`config.mk`:
```
export PLATFORM = sky130hd
export DESIGN_NAME = usb_ep0_ctrl
export DESIGN_NICKNAME = d
export VERILOG_FILES = /design/src/rtl/usb_ep0_ctrl.sv
export SDC_FILE = /design/constraint.sdc
export NUM_CORES = 1
export LEC_CHECK = 0
export ABC_AREA = 1
export CELL_PAD_IN_SITES_DETAIL_PLACEMENT = 1
export CELL_PAD_IN_SITES_GLOBAL_PLACEMENT = 1
export CORE_ASPECT_RATIO = 0.75
export CORE_MARGIN = 2
export CORE_UTILIZATION = 25
export DETAILED_ROUTE_END_ITERATION = 8
export HOLD_SLACK_MARGIN = 0.12
export MAX_ROUTING_LAYER = met4
export PLACE_DENSITY_LB_ADDON = 0.1
export SYNTH_ARGS = -nofsm -noshare
export SYNTH_HDL_FRONTEND = slang
export SYNTH_SLANG_ARGS = --single-unit
```
`constraint.sdc`:
```
create_clock -name clk_48 -period 5.85 [get_ports clk_48]
set_input_delay 0.8775 -clock clk_48 [delete_from_list [all_inputs] [get_ports clk_48]]
set_output_delay 0.8775 -clock clk_48 [all_outputs]
set_load 0.05 [all_outputs]
```
`src/rtl/usb_ep0_ctrl.sv`:
```
// Endpoint-0 control-transfer sequencer: captures SETUP packets, decodes standard requests,
// and drives the core handshake/toggle/data strobes through the DATA and STATUS stages.
module usb_ep0_ctrl #(
  parameter int MAX_PKT  = 64,
  parameter int ROM_AW   = 8,
  parameter int DEV_BASE = 0,
  parameter int DEV_LEN  = 18,
  parameter int CFG_BASE = 18,
  parameter int CFG_LEN  = 9
) (
  input  logic              clk_48,
  input  logic              rst,
  input  logic              usb_rst,
  input  logic [3:0]        endpoint,
  input  logic              transaction_active,
  input  logic              direction_in,
  input  logic              setup,
  input  logic              data_strobe,
  input  logic              success,
  input  logic [7:0]        data_out,
  output logic [1:0]        handshake,
  output logic              data_toggle,
  output logic [7:0]        data_in,
  output logic              data_in_valid,
  output logic [6:0]        usb_address,
  output logic [7:0]        config_value,
  output logic [ROM_AW-1:0] rom_addr,
  input  logic [7:0]        rom_data
);

  localparam logic [2:0] S_IDLE       = 3'd0;
  localparam logic [2:0] S_SETUP_RX   = 3'd1;
  localparam logic [2:0] S_DECODE     = 3'd2;
  localparam logic [2:0] S_DATA_IN    = 3'd3;
  localparam logic [2:0] S_STATUS_OUT = 3'd4;
  localparam logic [2:0] S_STATUS_IN  = 3'd5;
  localparam logic [2:0] S_STALL      = 3'd6;

  localparam logic [1:0] HS_ACK   = 2'b00;
  localparam logic [1:0] HS_NAK   = 2'b10;
  localparam logic [1:0] HS_STALL = 2'b11;

  localparam logic [15:0]       MAX_PKT_W  = 16'(MAX_PKT);
  localparam logic [15:0]       DEV_LEN_W  = 16'(DEV_LEN);
  localparam logic [15:0]       CFG_LEN_W  = 16'(CFG_LEN);
  localparam logic [ROM_AW-1:0] DEV_BASE_A = ROM_AW'(DEV_BASE);
  localparam logic [ROM_AW-1:0] CFG_BASE_A = ROM_AW'(CFG_BASE);

  function automatic logic [15:0] min16(input logic [15:0] a, input logic [15:0] b);
    return (a < b) ? a : b;
  endfunction

  logic [2:0]        state_q, state_d;
  logic              ta_q, ta_d, ds_q, ds_d;
  logic [1:0]        hs_q, hs_d;
  logic              tog_q, tog_d;
  logic [7:0]        data_in_q, data_in_d;
  logic              valid_q, valid_d;
  logic [6:0]        addr_q, addr_d, pend_q, pend_d;
  logic [7:0]        cfg_q, cfg_d;
  logic [ROM_AW-1:0] rom_addr_q, rom_addr_d, base_q, base_d;
  logic [7:0]        buf_q [0:7];
  logic [7:0]        buf_d [0:7];
  logic [3:0]        cnt_q, cnt_d;
  logic [15:0]       offset_q, offset_d, remain_q, remain_d;
  logic [6:0]        idx_q, idx_d;
  logic              cur_ep0_q, cur_ep0_d, cur_in_q, cur_in_d;

  logic              ta_rise_s, ds_rise_s, ep0_s;
  logic [15:0]       pkt_s, wlen_s;

  assign ta_rise_s = transaction_active & ~ta_q;
  assign ds_rise_s = data_strobe & ~ds_q;
  assign ep0_s     = (endpoint == 4'd0);
  assign pkt_s     = min16(remain_q, MAX_PKT_W);
  assign wlen_s    = {buf_q[7], buf_q[6]};

  // Next-state and datapath logic for the control-transfer sequencer
  always_comb begin
    ta_d       = transaction_active;
    ds_d       = data_strobe;
    state_d    = state_q;
    hs_d       = hs_q;
    tog_d      = tog_q;
    data_in_d  = rom_data;
    valid_d    = valid_q;
    addr_d     = addr_q;
    pend_d     = pend_q;
    cfg_d      = cfg_q;
    rom_addr_d = rom_addr_q;
    base_d     = base_q;
    buf_d      = buf_q;
    cnt_d      = cnt_q;
    offset_d   = offset_q;
    remain_d   = remain_q;
    idx_d      = idx_q;
    cur_ep0_d  = cur_ep0_q;
    cur_in_d   = cur_in_q;
    if (usb_rst) begin
      state_d    = S_IDLE;
      hs_d       = HS_ACK;
      tog_d      = 1'b0;
      data_in_d  = 8'd0;
      valid_d    = 1'b0;
      addr_d     = 7'd0;
      pend_d     = 7'd0;
      cfg_d      = 8'd0;
      rom_addr_d = '0;
      base_d     = '0;
      for (int i = 0; i < 8; i++) buf_d[i] = 8'd0;
      cnt_d      = 4'd0;
      offset_d   = 16'd0;
      remain_d   = 16'd0;
      idx_d      = 7'd0;
      cur_ep0_d  = 1'b0;
      cur_in_d   = 1'b0;
    end else begin
      if (ta_rise_s) begin
        cur_ep0_d = ep0_s;
        cur_in_d  = direction_in;
        if (!ep0_s) begin
          hs_d = HS_NAK;
        end else if (setup) begin
          state_d = S_SETUP_RX;
          cnt_d   = 4'd0;
          hs_d    = HS_ACK;
          tog_d   = 1'b0;
        end else begin
          if (direction_in) idx_d = 7'd0;
          else              idx_d = idx_q;
          case (state_q)
            S_STALL:      hs_d = HS_STALL;
            S_DATA_IN:    hs_d = HS_ACK;
            S_STATUS_OUT: hs_d = direction_in ? HS_NAK : HS_ACK;
            S_STATUS_IN:  hs_d = direction_in ? HS_ACK : HS_NAK;
            default:      hs_d = HS_NAK;
          endcase
        end
      end else begin
        case (state_q)
          S_SETUP_RX: begin
            if (cur_ep0_q && ds_rise_s) begin
              if (cnt_q == 4'd8) begin
                state_d = S_IDLE;
              end else begin
                buf_d[cnt_q[2:0]] = data_out;
                cnt_d             = cnt_q + 4'd1;
              end
            end else if (cur_ep0_q && success) begin
              state_d = (cnt_q == 4'd8) ? S_DECODE : S_IDLE;
            end else begin
              state_d = state_q;
            end
          end
          S_DECODE: begin
            case (buf_q[1])
              8'h05: begin
                pend_d  = buf_q[2][6:0];
                tog_d   = 1'b1;
                state_d = S_STATUS_IN;
              end
              8'h09: begin
                cfg_d   = buf_q[2];
                tog_d   = 1'b1;
                state_d = S_STATUS_IN;
              end
              8'h06: begin
                offset_d = 16'd0;
                idx_d    = 7'd0;
                tog_d    = 1'b1;
                if (buf_q[3] == 8'd1) begin
                  base_d   = DEV_BASE_A;
                  remain_d = min16(DEV_LEN_W, wlen_s);
                  state_d  = (remain_d == 16'd0) ? S_STATUS_OUT : S_DATA_IN;
                end else if (buf_q[3] == 8'd2) begin
                  base_d   = CFG_BASE_A;
                  remain_d = min16(CFG_LEN_W, wlen_s);
                  state_d  = (remain_d == 16'd0) ? S_STATUS_OUT : S_DATA_IN;
                end else begin
                  state_d = S_STALL;
                end
              end
              default: state_d = S_STALL;
            endcase
          end
          S_DATA_IN: begin
            // An ep0 OUT arriving here is the host cutting the data stage short.
            if (cur_ep0_q && cur_in_q) begin
              if (ds_rise_s && (16'(idx_q) < pkt_s)) begin
                idx_d = idx_q + 7'd1;
              end else if (success) begin
                offset_d = offset_q + pkt_s;
                remain_d = remain_q - pkt_s;
                if (remain_q == pkt_s) begin
                  state_d = S_STATUS_OUT;
                  tog_d   = 1'b1;
                end else begin
                  tog_d = ~tog_q;
                end
              end else begin
                idx_d = idx_q;
              end
            end else if (cur_ep0_q && success) begin
              state_d = S_IDLE;
            end else begin
              state_d = state_q;
            end
          end
          S_STATUS_OUT: begin
            if (cur_ep0_q && !cur_in_q && success) state_d = S_IDLE;
            else                                   state_d = state_q;
          end
          S_STATUS_IN: begin
            if (cur_ep0_q && cur_in_q && success) begin
              addr_d  = pend_q;
              state_d = S_IDLE;
            end else begin
              state_d = state_q;
            end
          end
          default: state_d = state_q;
        endcase
      end
      valid_d    = (state_d == S_DATA_IN) && (16'(idx_d) < min16(remain_d, MAX_PKT_W));
      rom_addr_d = base_d + offset_d[ROM_AW-1:0] + ROM_AW'(idx_d);
    end
  end

  // State and output registers
  always_ff @(posedge clk_48 or posedge rst) begin
    if (rst) begin
      state_q    <= S_IDLE;
      ta_q       <= 1'b0;
      ds_q       <= 1'b0;
      hs_q       <= HS_ACK;
      tog_q      <= 1'b0;
      data_in_q  <= 8'd0;
      valid_q    <= 1'b0;
      addr_q     <= 7'd0;
      pend_q     <= 7'd0;
      cfg_q      <= 8'd0;
      rom_addr_q <= '0;
      base_q     <= '0;
      for (int i = 0; i < 8; i++) buf_q[i] <= 8'd0;
      cnt_q      <= 4'd0;
      offset_q   <= 16'd0;
      remain_q   <= 16'd0;
      idx_q      <= 7'd0;
      cur_ep0_q  <= 1'b0;
      cur_in_q   <= 1'b0;
    end else begin
      state_q    <= state_d;
      ta_q       <= ta_d;
      ds_q       <= ds_d;
      hs_q       <= hs_d;
      tog_q      <= tog_d;
      data_in_q  <= data_in_d;
      valid_q    <= valid_d;
      addr_q     <= addr_d;
      pend_q     <= pend_d;
      cfg_q      <= cfg_d;
      rom_addr_q <= rom_addr_d;
      base_q     <= base_d;
      buf_q      <= buf_d;
      cnt_q      <= cnt_d;
      offset_q   <= offset_d;
      remain_q   <= remain_d;
      idx_q      <= idx_d;
      cur_ep0_q  <= cur_ep0_d;
      cur_in_q   <= cur_in_d;
    end
  end

  assign handshake     = hs_q;
  assign data_toggle   = tog_q;
  assign data_in       = data_in_q;
  assign data_in_valid = valid_q;
  assign usb_address   = addr_q;
  assign config_value  = cfg_q;
  assign rom_addr      = rom_addr_q;

endmodule

```
==> results.tsv <==
stage	metric	value	unit
layout	final_util	0.311	
die	num_rows	56	
timing	setup_viol	0	
synthesis	seq_area_frac_synth	0.419	
synthesis	yosysWarnings	0	
synthesis	syn_nets	1097	
pwr	power.internal	2.09	mW
placed_design	port_buffers	62	
synthesis	synthCells	1031	
run_status	outcome	finished, final reports clean	
die	num_io_pins	63	
timing	setup_tns	0	ns
timing	hold_violations	0	
placed_design	dp_cells	1490	
synthesis	ys.flop_type	dfrtp_1	
synthesis	async_flop_share	1.00	
grt	grt-ovfl-total	0	
detailed_routing	drc	0	
grt	grt_first_pass_wirelength	45600	um
clock_tree	cts_inserted_buffers	17	
clock_tree	cts_sinks	132	
clock_tree	h-tree-depth	4	
placed_design	dp_hpwl	21400	um
setup_path	required	6.21	ns
detailed_routing	routed_wirelength	28700	um
die	die_h	158	um
synthesis	synth_top_area_cell	dfrtp_1	
layout	nets	1169	
clock_tree	cts_root_buffer	clkbuf_16	
pwr	p_sw	1.53	mW
synthesis	synth.avg_cell_area	7.66	um2
pwr	p_clk_frac	0.322	
clock_tree	postCtsSetupRepairBufs	0	
setup_path	cp_common_cell	inv_1	
timing	fin_crit_sh	0.896	
timing	whs	0.481	ns
setup_path	cp-end-kind	register	
detailed_routing	num_vias	7268	
pwr	ir_worst_vdd	178	uV
die	fp.dieArea	33000	um2
grt	track_usage	0.190	
timing	slew_headroom	0.336	
setup_path	ff2ff_path_depth	30	
setup_path	setup.worst_path.start_class	register	
timing	skew	0.0131	ns
timing	fmax	191	MHz
clock_tree	cts_hold_buffers	0	
placed_design	place_ws	0.285	ns
layout	diodes	0	
pwr	swShare	0.423	
detailed_routing	drt_iter0_markers	346	
synthesis	synth_edf_count	0	
min_path	hold_depth	2	
job	maxCapViolations	0	
pwr	cellPowerDensity	374	nW/um2
pwr	sequentialPowerShare	0.289	
layout	final_cell_mix	nand2_1, inv_1, dfrtp_1	
die	die_w	209	um
timing	slew_violations	0	
clock_tree	cts_tree	built	
layout	drive_above_1_share	0.0833	
setup_path	crit_slowest_cell	fa_1	
detailed_routing	vias_per_cell	4.78	
clock_tree	clock_latency	0.45	ns
grt	antenna_found_initial	0	
detailed_routing	wl_per_cell	18.9	um
setup_path	max_stage_delay	0.51	ns
timing	rsz0062_at_grt	false	
synthesis	synthDistinctLibCells	52	
die	initial_core_util	0.253	
synthesis	syn_area	7890	um2
setup_path	crit_type	register to register	
timing	fin_crit	5.24	ns
synthesis	synth_top_area_share	0.419	
timing	worstMarginPinSlew	0.996	ns
timing	fin_ws	0.607	ns
die	core	31200	um2
placed_design	place_congestion	0.851	
pwr	p_comb_frac	0.389	
detailed_routing	first_pass_iters	4	
clock_tree	cts_buffer_depth	2	
synthesis	synth_seq_cells	132	
detailed_routing	ant_nets	0	
clock_tree	ctsResizeCount	0	
layout	final_common_cell	nand2_1	
grt	grt_pass1_vias	7495	
grt	grt_max_degree	103	
setup_path	arrival	5.60	ns
pwr	leakagePower	4.52	nW
synthesis	synth_area_leaders	dfrtp_1, nand2_1, inv_1	
setup_path	path_max_fanout	12	
layout	instances_no_fill	1522	
clock_tree	clk_pin_slew	0.06	ns
layout	syn_to_final_growth	22.7	%
min_path	min_path_type	register to register	
[layout make-up]
class | count | area (um2)
well taps | 406 | 508
clock inverters | 15 | 193
inverters | 170 | 644
repair buffers | 84 | 781
flip-flops and latches | 132 | 3300
clock buffers | 17 | 425
multi-input cells | 698 | 3830
fillers | 3728 | 21500
[metrics by stage]
stage,total power [mW],instance area [um2]
after floorplan,2.01,7890
after global placement,2.45,9040
after detailed placement,2.45,9040
after CTS,3.65,9660
after global routing,3.89,9690
final,3.62,9690
[logic make-up after synthesis]
logic type               after synthesis  synth area share
AND/OR/NAND/NOR                      442             0.251
AO/OA/AOI/OAI                        204             0.147
buffers and inverters                201            0.0992
flip-flops                           132             0.419
adder cells (fa/ha/maj)               38            0.0688
XOR/XNOR                              13            0.0144
other                                  1          0.000475
[registers in the layout (all words and copies together), names as in the netlist, 8 cells and up]
signal        flops
data_in           8
base_q            8
offset_q          8
buf_q            40
rom_addr          8
remain_q         16
config_value      8
[layer usage]
layer | GRT usage | share of wire | wire [um]
met1 | 0.283 | 0.56 | 16000
met4 | 0.0480 | 0.012 | 343
met2 | 0.254 | 0.39 | 11300
met3 | 0.0421 | 0.038 | 1100
met5 | - | 0 | 0
[power groups by stage]
stage	logic [mW]	registers (mW)	clock network, mW
2_1_floorplan	0.907	1.10	0
3_3_place_gp	1.39	1.07	0
3_5_place_dp	1.39	1.06	0
4_1_cts	1.40	1.05	1.20
5_1_grt	1.60	1.06	1.23
6_report	1.41	1.05	1.17
[worst paths after layout]
path,from,endpoint,slack (ns)
setup reg to reg,remain_q[7],rom_addr[7],0.61
hold / removal,handshake[0],handshake[0],0.48
min in group asynchronous,rst,usb_address[6],0.98
max in group asynchronous,rst,remain_q[12],3.72
hold reg to reg,handshake[0],handshake[0],0.48
setup / recovery,remain_q[7],rom_addr[7],0.61
[cells in the mapped netlist (2+ instances only)]
| library cell | count |
|---|---|
| nand2_2 | 5 |
| nor4_1 | 6 |
| xnor2_1 | 3 |
| nand2_1 | 193 |
| dfrtp_1 | 132 |
| or2_1 | 4 |
| clkbuf_1 | 26 |
| nand4_1 | 30 |
| nor2_1 | 106 |
| nor2_2 | 6 |
| a21oi_1 | 52 |
| a31oi_1 | 5 |
| nand3_1 | 65 |
| o21ai_1 | 4 |
| ha_1 | 29 |
| a21boi_1 | 2 |
| nor4_2 | 2 |
| o211ai_1 | 11 |
| o221ai_1 | 3 |
| nand2_4 | 3 |
| o22ai_1 | 30 |
| a41oi_1 | 2 |
| inv_2 | 8 |
| o2111ai_1 | 2 |
| o21ai_0 | 80 |
| o21a_1 | 3 |
| xor2_1 | 10 |
| buf_6 | 3 |
| fa_1 | 9 |
| a211oi_1 | 3 |
| nor3_1 | 14 |
| inv_1 | 160 |
[worst max-delay path: cells and delay by family, from the launching register on]
kind / cells / cell delay (ns)
XOR/XNOR: 1 / 0.10
AO/OA/AOI/OAI: 6 / 1.01
adder cells (fa/ha/maj): 4 / 1.42
flip-flops: 1 / 0.48
buffers and inverters: 6 / 0.54
AND/OR/NAND/NOR: 13 / 1.60
Power figures use the tool's default switching activity.
